$ cat config.mk
export PLATFORM = sky130hd
export DESIGN_NAME = distram_nrport_2wport
export DESIGN_NICKNAME = d
export VERILOG_FILES = /design/src/rtl/distram_nrport_2wport_pkg.sv /design/src/rtl/distram_nrport_2wport_bank.sv /design/src/rtl/distram_nrport_2wport.sv
export SDC_FILE = /design/constraint.sdc
export NUM_CORES = 2
export LEC_CHECK = 0
export CORE_AREA = 2 2 525 527
export DETAILED_ROUTE_END_ITERATION = 16
export DIE_AREA = 0 0 527 529
export REMOVE_ABC_BUFFERS = 1
export SLEW_MARGIN = 20
export SYNTH_ARGS = -nofsm -noshare
export SYNTH_HDL_FRONTEND = slang
export SYNTH_SLANG_ARGS = --single-unit
$ cat constraint.sdc
create_clock -name CLK -period 9.38 [get_ports CLK]
set_input_delay 2.345 -clock CLK [delete_from_list [all_inputs] [get_ports CLK]]
set_output_delay 2.345 -clock CLK [all_outputs]
set_load 0.005 [all_outputs]
$ cat src/rtl/distram_nrport_2wport_pkg.sv
// ---------------------------------------------------------------------------
// distram_nrport_2wport_pkg
// Purpose : shared default sizes and an index-width helper for the
//           multi-read / dual-write distributed RAM and its storage banks.
// Ports   : none (package).
// ---------------------------------------------------------------------------
package distram_nrport_2wport_pkg;

    localparam int DEF_INNER_WIDTH = 32;
    localparam int DEF_OUTER_WIDTH = 32;
    localparam int DEF_NUM_RPORTS  = 4;

    // Index width for a given entry count; never narrower than one bit.
    function automatic int idx_width(input int depth);
        return (depth < 2) ? 1 : $clog2(depth);
    endfunction

endpackage

$ cat src/rtl/distram_nrport_2wport_bank.sv
// ---------------------------------------------------------------------------
// distram_bank
// Purpose : one storage bank: a flop/LUT array with a single synchronous
//           write port and NRD independent combinational read ports.
// Ports   : i_clk                       clock
//           i_wen / i_windex / i_wdata  write enable, index, data
//           i_rindex[NRD]               read indices
//           o_rdata[NRD]                read data (combinational)
// ---------------------------------------------------------------------------
module distram_bank
    import distram_nrport_2wport_pkg::*;
#(
    parameter  int WIDTH = DEF_INNER_WIDTH,
    parameter  int DEPTH = DEF_OUTER_WIDTH,
    parameter  int NRD   = DEF_NUM_RPORTS + 1,
    localparam int IW    = idx_width(DEPTH)
) (
    input  logic                      i_clk,
    input  logic                      i_wen,
    input  logic [IW-1:0]             i_windex,
    input  logic [WIDTH-1:0]          i_wdata,
    input  logic [NRD-1:0][IW-1:0]    i_rindex,
    output logic [NRD-1:0][WIDTH-1:0] o_rdata
);

    logic [WIDTH-1:0] r_mem [DEPTH];

    always_ff @(posedge i_clk) begin
        if (i_wen) begin
            r_mem[i_windex] <= i_wdata;
        end
    end

    for (genvar g = 0; g < NRD; g++) begin : g_rd
        assign o_rdata[g] = r_mem[i_rindex[g]];
    end

endmodule

$ cat src/rtl/distram_nrport_2wport.sv
// ---------------------------------------------------------------------------
// distram_nrport_2wport
// Purpose : NUM_RPORTS-read / 2-write distributed RAM built from two
//           single-write banks plus a live-value table (LVT) recording which
//           bank last wrote each entry. After reset a sweep zeroes every
//           entry before ready rises.
//
//   state    | meaning
//   ---------+----------------------------------------------------------
//   ST_CLEAR | sweeping clear_index over both banks and LVT, writes ignored
//   ST_READY | normal operation, both write ports live
//
// Ports   : CLK, RST                  clock, synchronous active-high reset
//           rindex[NUM_RPORTS]        read indices
//           rdata[NUM_RPORTS]         read data (0 while not ready)
//           wen0/windex0/wdata0       write port 0
//           wen1/windex1/wdata1       write port 1 (wins on same-index write)
//           ready                     clear sweep complete
// ---------------------------------------------------------------------------
module distram_nrport_2wport
    import distram_nrport_2wport_pkg::*;
#(
    parameter  int INNER_WIDTH = DEF_INNER_WIDTH,
    parameter  int OUTER_WIDTH = DEF_OUTER_WIDTH,
    parameter  int NUM_RPORTS  = DEF_NUM_RPORTS,
    parameter  int RDATA_REG   = 0,
    parameter  int BYPASS      = 1,
    localparam int IW          = idx_width(OUTER_WIDTH)
) (
    input  logic                                  CLK,
    input  logic                                  RST,
    input  logic [NUM_RPORTS-1:0][IW-1:0]         rindex,
    output logic [NUM_RPORTS-1:0][INNER_WIDTH-1:0] rdata,
    input  logic                                  wen0,
    input  logic [IW-1:0]                         windex0,
    input  logic [INNER_WIDTH-1:0]                wdata0,
    input  logic                                  wen1,
    input  logic [IW-1:0]                         windex1,
    input  logic [INNER_WIDTH-1:0]                wdata1,
    output logic                                  ready
);

    typedef enum logic {
        ST_CLEAR = 1'b0,
        ST_READY = 1'b1
    } state_t;

    state_t                 r_state;
    logic [IW-1:0]          r_clear_idx;
    logic                   r_ready;
    logic [OUTER_WIDTH-1:0] r_lvt;

    logic w_clearing;
    logic w_wr0;
    logic w_wr1;

    // A write in the reset cycle itself would land in an array that is
    // about to be swept anyway, but blocking it keeps LVT and banks aligned.
    assign w_clearing = (r_state == ST_CLEAR) && !RST;
    assign w_wr0      = (r_state == ST_READY) && !RST && wen0;
    assign w_wr1      = (r_state == ST_READY) && !RST && wen1;

    // ---------------------------------------------------------------- banks
    logic                   w_b0_wen,  w_b1_wen;
    logic [IW-1:0]          w_b0_idx,  w_b1_idx;
    logic [INNER_WIDTH-1:0] w_b0_data, w_b1_data;

    assign w_b0_wen  = w_clearing | w_wr0;
    assign w_b0_idx  = w_clearing ? r_clear_idx : windex0;
    assign w_b0_data = w_clearing ? '0 : wdata0;
    assign w_b1_wen  = w_clearing | w_wr1;
    assign w_b1_idx  = w_clearing ? r_clear_idx : windex1;
    assign w_b1_data = w_clearing ? '0 : wdata1;

    // The spare read port on each bank follows the sweep pointer so the
    // entry being cleared is observable; nothing downstream consumes it.
    logic [NUM_RPORTS:0][IW-1:0]          w_bank_ridx;
    logic [NUM_RPORTS:0][INNER_WIDTH-1:0] w_b0_rdata, w_b1_rdata;
    logic                                 w_unused_sweep;

    always_comb begin
        w_bank_ridx = '0;
        for (int i = 0; i < NUM_RPORTS; i++) begin
            w_bank_ridx[i] = rindex[i];
        end
        w_bank_ridx[NUM_RPORTS] = r_clear_idx;
    end

    assign w_unused_sweep = ^{w_b0_rdata[NUM_RPORTS], w_b1_rdata[NUM_RPORTS]};

    distram_bank #(
        .WIDTH (INNER_WIDTH),
        .DEPTH (OUTER_WIDTH),
        .NRD   (NUM_RPORTS + 1)
    ) u_bank0 (
        .i_clk    (CLK),
        .i_wen    (w_b0_wen),
        .i_windex (w_b0_idx),
        .i_wdata  (w_b0_data),
        .i_rindex (w_bank_ridx),
        .o_rdata  (w_b0_rdata)
    );

    distram_bank #(
        .WIDTH (INNER_WIDTH),
        .DEPTH (OUTER_WIDTH),
        .NRD   (NUM_RPORTS + 1)
    ) u_bank1 (
        .i_clk    (CLK),
        .i_wen    (w_b1_wen),
        .i_windex (w_b1_idx),
        .i_wdata  (w_b1_data),
        .i_rindex (w_bank_ridx),
        .o_rdata  (w_b1_rdata)
    );

    // ------------------------------------------------------- FSM and LVT
    always_ff @(posedge CLK) begin
        if (RST) begin
            r_state     <= ST_CLEAR;
            r_clear_idx <= '0;
            r_ready     <= 1'b0;
        end else begin
            case (r_state)
                ST_CLEAR: begin
                    r_lvt[r_clear_idx] <= 1'b0;
                    r_clear_idx        <= r_clear_idx + IW'(1);
                    if (r_clear_idx == IW'(OUTER_WIDTH - 1)) begin
                        r_state <= ST_READY;
                        r_ready <= 1'b1;
                    end
                end
                ST_READY: begin
                    // Port 1 assignment comes last so it wins a same-index tie.
                    if (wen0) r_lvt[windex0] <= 1'b0;
                    if (wen1) r_lvt[windex1] <= 1'b1;
                end
                default: begin
                    r_state <= ST_CLEAR;
                end
            endcase
        end
    end

    // ------------------------------------------------------------ read path
    logic [NUM_RPORTS-1:0][INNER_WIDTH-1:0] w_rd_val;

    always_comb begin
        w_rd_val = '0;
        for (int i = 0; i < NUM_RPORTS; i++) begin
            w_rd_val[i] = r_lvt[rindex[i]] ? w_b1_rdata[i] : w_b0_rdata[i];
            if (BYPASS != 0) begin
                if (w_wr1 && (windex1 == rindex[i])) begin
                    w_rd_val[i] = wdata1;
                end else if (w_wr0 && (windex0 == rindex[i])) begin
                    w_rd_val[i] = wdata0;
                end
            end
            if (!r_ready) begin
                w_rd_val[i] = '0;
            end
        end
    end

    if (RDATA_REG != 0) begin : g_rd_reg
        logic [NUM_RPORTS-1:0][INNER_WIDTH-1:0] r_rdata;

        always_ff @(posedge CLK) begin
            if (RST) begin
                r_rdata <= '0;
            end else begin
                r_rdata <= w_rd_val;
            end
        end

        assign rdata = r_rdata;
    end else begin : g_rd_comb
        assign rdata = w_rd_val;
    end

    assign ready = r_ready;

endmodule

# Word-level counts from Yosys, hierarchy flattened
# Memories as Yosys holds them, arrays and structs flattened.
# Index checks and enable logic that the tools add are counted.
# W data, S select, Z words.
# word_totals
ff_bits	39
latch_bits	0
ramBits	2048
rom_bits	0
output_inout_bits	129
word_cells	96
memories	2
# op_classes
n_addsub	1
mul	0
div	0
n_lt_le_gt_ge	10
eq_ne	9
shifts	0
muxes	45
bitwise	8
reduce_logical	17
# memory_table
memory	depth	width	rd	rd_ports_with_merged_regs	write_ports	line_no	text
u_bank0.r_mem	32	32	4	0	1	distram_nrport_2wport_bank.sv:26	logic [WIDTH-1:0] r_mem [DEPTH];
u_bank1.r_mem	32	32	4	0	1	distram_nrport_2wport_bank.sv:26	
# op_table
op	count
$mux W32	22
$and A32 B32 Y32	2
$not A32 Y32	2
$pmux W32 S2	1
$lt A5 B6 Y1 const B	7
$eq A5 B5 Y1	8
$or A32 B32 Y32	1
$bmux W1 S5	4
$demux W1 S5	3
$ge A5 B1 Y1 const B	3
$logic_and A1 B1 Y1	15
$mux W1	13
$mux W5	2
$add A5 B1 Y5 const B	1
$eq A5 B5 Y1 const B	1
$or A1 B1 Y1	2
$reduce_and A2 Y1	1
$logic_not A1 Y1	1
$not A1 Y1	1

# Depth between registers and ports, before layout
# logic_depth
ltp_word	12
ltp_mapped	11
depth_no_buf	6

# By module
# A second synthesis with hierarchy kept.
# hier_totals
cells_unflattened	15276
hier_area_um2	161954.1
# modules_own_cells
module	n_inst	cells_each	area_per_inst_um2
distram_bank	2	6860	75529.9
distram_nrport_2wport	1	1556	10894.2

# Worst setup path after synthesis
# No wires, ideal clock.
# synth_path
kind	input -> output
startpoint	in rindex[15] in the netlist's numbering
endpoint	out rdata[109] in the netlist's numbering
t_arrival_ns	4.111
required_ns	7.035
slack_ns	2.924
path_stages	8
path_buffers	3
cell_sequence	buf_2 > buf_2 > buf_4 > mux4_2 > a221oi_1 > a31oi_1 > o211ai_1 > nand3b_1
# synth_lines
item	line_no	text
start: declaration	distram_nrport_2wport.sv:32	input logic [NUM_RPORTS-1:0][IW-1:0] rindex,
end: declaration	distram_nrport_2wport.sv:33	output logic [NUM_RPORTS-1:0][INNER_WIDTH-1:0] rdata,

==> impl_metrics.yaml <==
timing:
  rsz0062_at_grt: "no"
  timing.fmax_mhz: 107
  period_needed_ns: 9.35
  relSlewSlack_pct: 9.37
  whs_ns: 0.588
  clock_skew_ns: 0.0344
  worst_pin_slew_ns: 1.35
  slew_violations: 0
  finalHoldViolCount: 0
  setup_viol: 0
  fin_crit_sh_pct: 99.7
power_and_ir_drop:
  total_power_w: 0.0240
  clkPwrFrac_pct: 39.9
  combPwrFrac_pct: 16.6
  peakVddDrop_uv: 179
  p_leak_nw: 49.2
  switching_share_pct: 28.0
  p_sw_w: 0.00674
  power.density_nw_per_um2: 159
  pwr-share-seq_pct: 43.5
  p_int_w: 0.0173
clock_tree:
  cts_buffer_depth: 4
  hold_buffers: 0
  clkLatencyLatePin_ns: 0.99
  cts_num_sinks: 2087
  ctsResizeCount: 0
  cts_buffers: 238
  tritoncts: "done"
  postCtsSetupBuffers: 0
  cts.root.buffer_cell: "clkbuf_16"
  cts.clk_slew.worst_paths_ns: 0.06
  h-tree-depth: 4
grt:
  grt_pass1_vias: 98892
  grt_max_degree: 114
  grt_overflow_total: 0
  grt_usage_pct: 42.4
  grt_pass1_wl_um: 816000
  antenna_found_initial: 35
floorplanning:
  fp.dieArea_um2: 279000
  die_h_um: 529
  core.rowCount: 192
  core_um2: 273000
  die_w_um: 527
  pin_count: 227
  start_util_pct: 48.9
yosys:
  async_reset_ff_share_pct: 0
  avgSynthCellArea_um2: 14.9
  syn_inst: 8930
  synth_cell_type_count: 59
  ys_ff_latch: 2087
  synth_area_um2: 133000
  ys_seq_area_share_pct: 46.9
  synthFlopType: "edfxtp_1"
  synth_edf_count: 2080
  yosys_warnings: 0
setup_path:
  cp_common_cell: "buf_4"
  worstSetupPathType: "in2out"
  worstPathArrival_ns: 7.01
  cp_cell_sequence: "clkdlybuf4s50_1, buf_4, and3b_2, nand3_1, or4_2, o211ai_4, buf_4, a211oi_1, nor3_1, buf_4, clkdlybuf4s50_1"
  worstPathRequired_ns: 7.04
  crit_path_top_delay_cell: "or4_2"
  cpPeakStageDelay_ns: 0.91
  path_delay_family: "simple AND/OR/NAND/NOR gates"
  crit_path_start_kind: "input pin"
  path_buf_inv: 5
  path_max_fanout: 13
  end_kind: "output port"
min_path:
  hp-class: "reg2reg"
place:
  port_buffers: 226
  hpwl_um: 388000
  gp_congestion: 1.04
drt:
  drc_errors: 0
  dr.pass1.iters: 8
  routedWlPerCell_um: 47.1
  vias: 104134
  first_iter_violations: 19422
  final_antenna_net_count: 0
  avgViaCountPerCell: 8.12
  totalWireLength_um: 604000
layout:
  fillCellCount: 21461
  area_delta_synth_final_pct: 12.9
  nets: 9114
  drive_gt1_share_pct: 30.7
  final_util_pct: 55.2
job:
  maxCapViolCount: 0
status:
  status: "finished, final reports clean"
==> area by class of cell <==
cell class,count,area [um^2],area share (%)
diodes,23,57.6,0.0382
well taps,3589,4490,2.98
clock buffers,285,6290,4.18
inverters,5,18.8,0.0125
repair buffers,778,8120,5.39
flip-flops and latches,2087,62600,41.6
multi-input cells,5901,67600,44.8
clock inverters,150,1500,0.996
==> per-stage QoR <==
stage	instances	setup TNS, ns	worst slack [ns]	cell area [um^2]
after floorplan	7993	-8.66	-0.142	129000
after global placement	12352	0	0.145	142000
after detailed placement	12357	0	0.235	142000
after CTS	12792	0	0.212	150000
after global routing	12797	0	0.114	151000
final	12818	0	0.0300	151000
==> sequential cells by signal, summed over array words and instances, names as in the netlist <==
| register | count |
|---|---|
| r_state | 1 |
| r_lvt | 32 |
| u_bank0.r_mem | 1024 |
| u_bank1.r_mem | 1024 |
| ready | 1 |
| r_clear_idx | 5 |
==> worst min-delay path: stages (launching register included) <==
cell and delay, ns:
dfxtp_1 0.38, xor2_1 0.08, nor2_1 0.08
==> routing by layer <==
layer | GRT usage (%) | routed length, um
met1 | 52.6 | 200000
met2 | 61.5 | 260000
met3 | 16.9 | 94100
met4 | 28.0 | 49800
met5 | 0.346 | 288
==> cells by family (layout without fill, tap and decap cells) <==
kind of cell / after synthesis / in the layout / synth area share (%)
flip-flops: 2087 / 2087 / 46.9
AO/OA/AOI/OAI: 1854 / 1854 / 9.89
XOR/XNOR: 43 / 43 / 0.282
multiplexers: 2618 / 2618 / 34.2
other: 0 / 23 / 0
AND/OR/NAND/NOR: 1381 / 1381 / 5.24
buffers and inverters: 942 / 1218 / 3.46
adder cells (fa/ha/maj): 5 / 5 / 0.0469
==> synth_stat cells (all sizes together), types with 2 or more instances <==
| library cell | n | area, um^2 |
|---|---|---|
| inv | 4 | 15.0 |
| nor2 | 111 | 424 |
| nor4 | 4 | 25.0 |
| a21oi | 328 | 1640 |
| or3 | 5 | 31.3 |
| o21ai | 95 | 475 |
| o221ai | 89 | 780 |
| a211oi | 131 | 1500 |
| or2 | 11 | 68.8 |
| a22o | 28 | 245 |
| and3b | 2 | 18.8 |
| nand3b | 22 | 165 |
| dfxtp | 7 | 140 |
| nand2b | 20 | 140 |
| nand4 | 173 | 1080 |
| xor2 | 21 | 184 |
| nand3 | 274 | 1370 |
| o22ai | 259 | 1650 |
| edfxtp | 2080 | 62500 |
| o21a | 8 | 60.1 |
| and2 | 7 | 43.8 |
| o211ai | 66 | 523 |
| mux4 | 1552 | 35000 |
| ha | 5 | 62.6 |
| clkbuf | 408 | 1540 |
| and3 | 4 | 25.0 |
| a31oi | 77 | 482 |
| a22oi | 725 | 5440 |
| xnor2 | 22 | 193 |
| nor2b | 84 | 526 |
| buf | 529 | 3060 |
| or4 | 2 | 18.8 |
| nand4bb | 2 | 22.5 |
| a221oi | 26 | 228 |
| nand2 | 466 | 1750 |
| o31ai | 17 | 133 |
| o31a | 3 | 26.3 |
| mux2i | 1062 | 10600 |
| nor3 | 192 | 1260 |
| mux2 | 4 | 45.0 |
==> power by group through the flow <==
stage          logic [W]  registers, W  clock network, W
2_1_floorplan    0.00176        0.0106                 0
3_3_place_gp     0.00376        0.0106                 0
3_5_place_dp     0.00378        0.0106                 0
4_1_cts          0.00379        0.0105           0.00958
5_1_grt          0.00400        0.0105           0.00993
6_report         0.00399        0.0105           0.00958
==> cell usage in the layout (no fill, tap or decap), types with 26 or more instances in the layout <==
cell type	netlist	layout
edfxtp_1	2080	2080
mux4_2	1552	1552
mux2i_1	1062	1062
a22oi_1	725	725
nand2_1	466	464
buf_4	93	420
a21oi_1	328	328
nand3_1	274	272
o22ai_1	257	256
clkbuf_16	0	244
clkdlybuf4s50_1	0	216
nand4_1	173	173
buf_12	6	128
nor3_1	132	126
a211oi_2	104	106
o21ai_0	95	95
o221ai_1	89	89
nor2_4	0	77
a31oi_1	77	76
nor3_2	60	66
o211ai_1	64	64
nor2b_4	0	58
clkinv_1	1	57
clkinv_2	0	46
clkbuf_1	407	38
nor2_1	108	33
bufinv_16	0	29
a22o_1	28	28
a221oi_1	26	26
==> worst paths after layout <==
path                                                   from                         endpoint  slack, ns  depth (start not counted)
worst max-delay path                                   wen1                        rdata[30]       0.03                         11
worst min-delay path            r_clear_idx[2]$_SDFFE_PP0N_      r_clear_idx[2]$_SDFFE_PP0N_       0.59                          2
worst max register to register           r_state$_SDFF_PP0_  u_bank1.r_mem[26][11]$_DFFE_PP_       4.64                          8
worst min register to register  r_clear_idx[2]$_SDFFE_PP0N_      r_clear_idx[2]$_SDFFE_PP0N_       0.59                          2
(Power assumes the default switching activity.)
==> RTL change, RTL diff (same settings) <==
Change the parameter `RDATA_REG` from 0 to 1.
--- a/src/rtl/distram_nrport_2wport.sv
+++ b/src/rtl/distram_nrport_2wport.sv
@@ -24,5 +24,5 @@
     parameter  int OUTER_WIDTH = DEF_OUTER_WIDTH,
     parameter  int NUM_RPORTS  = DEF_NUM_RPORTS,
-    parameter  int RDATA_REG   = 0,
+    parameter  int RDATA_REG   = 1,
     parameter  int BYPASS      = 1,
     localparam int IW          = idx_width(OUTER_WIDTH)
Check against the original RTL: not settled (the Yosys comparison gave no result); the edit may change what the design does.
==> RTL change against the original RTL <==
Area after synthesis grew 1.2%; clock power grew 6%; first-iteration DRC count shrank 3.3%; setup slack gained 3.3 ns; wire length shrank 0.71%; cell area shrank 0.45%; power grew 3.9%; synthesized cell count grew 5.7%; count of clock-buffer cells in the layout grew 15; combinational power shrank 6.8%; sequential cell count grew 128; critical endpoint is now rdata[24]; largest cell class unchanged.
==> RTL change: results (changes against the original RTL) <==
Run status - completed (unchanged)
Peak supply drop - 0.164 mV (was 0.179 mV)
Skew final - 0.0491 ns (was 0.0344 ns)
Multi-input combinational area share - 0.444 (was 0.448)
Adder and majority gate portion of the synthesized area - 0.000463 (was 0.000469)
WL met2 - 255000 um (was 260000 um)
FF-to-FF path depth - 7 (was 8)
Power in combinational cells - 0.00372 W (was 0.00399 W)
Final GP Congestion - 0.987 (was 1.04)
Routed WL per cell - 46.0 um (was 47.1 um)
ANT cells - 9 (was 23)
Multi-input gate count - 6241 (was 5901)
Clk pwr - 0.0102 W (was 0.00958 W)
CP peak stage delay - 1.04 ns (was 0.91 ns)
Detail Route met3 WL - 81300 um (was 94100 um)
Distinct cells, synth - 51 (was 59)
Worst-path fanout max - 35 (was 13)
M1 WL - 206000 um (was 200000 um)
Sequential element share of the synthesized area - 0.483 (was 0.469)
Inverters - 6 (was 5)
Leakage - 50.1 nW (was 49.2 nW)
CP Launch Point - rindex[3] (was wen1)
Slew @ Worst Pin - 1.45 ns (was 1.35 ns)
Global Route met1 Usage - 0.535 (was 0.526)
Hold endpoint - r_lvt[0] (was r_clear_idx[2])
Initial antenna violation count - 22 (was 35)
Largest cells by area after synthesis - edfxtp_1, mux4_2, mux2i_1 (unchanged)
Hpwl dp - 373000 um (was 388000 um)
Cts bufs inserted - 244 (was 238)
Synth Area in XOR/XNOR - 0.00279 (was 0.00282)
Flops & latches, synth - 2215 (was 2087)
Highest-delay cell along the critical path - clkdlybuf4s50_1 (was or4_2)
Worst R2R Setup Slack - 5.03 ns (was 4.64 ns)
Largest net degree at the start of global routing - 112 (was 114)
Non-clk buf share - 0.0356 (was 0.0539)
==> RTL change: changes by cell type in the layout (fill, tap and decap cells not counted), sizes merged, moves of 87 or more <==
cell,before,now
mux2i,1062,1590
o22ai,259,130
nand3,274,599
dfxtp,7,135
a21oi,328,238
buf,562,314
nor3,192,105
a22oi,725,1190
nand2,466,243
mux4,1552,1288
==> RTL change: stage by stage <==
| step | cell area (um2) | cells | hold slack (ns) | power, W | worst slack (ns) |
|---|---|---|---|---|---|
| floorplan | 131000 | 8462 | 0.564 | 0.0129 | 1.80 |
| global placement | 141000 | 12573 | 0.653 | 0.0147 | 1.56 |
| detailed placement | 142000 | 12580 | 0.655 | 0.0148 | 2.57 |
| CTS | 150000 | 13032 | 0.670 | 0.0248 | 3.55 |
| global route | 150000 | 13039 | 0.683 | 0.0253 | 3.40 |
| finish | 150000 | 13044 | 0.674 | 0.0250 | 3.36 |
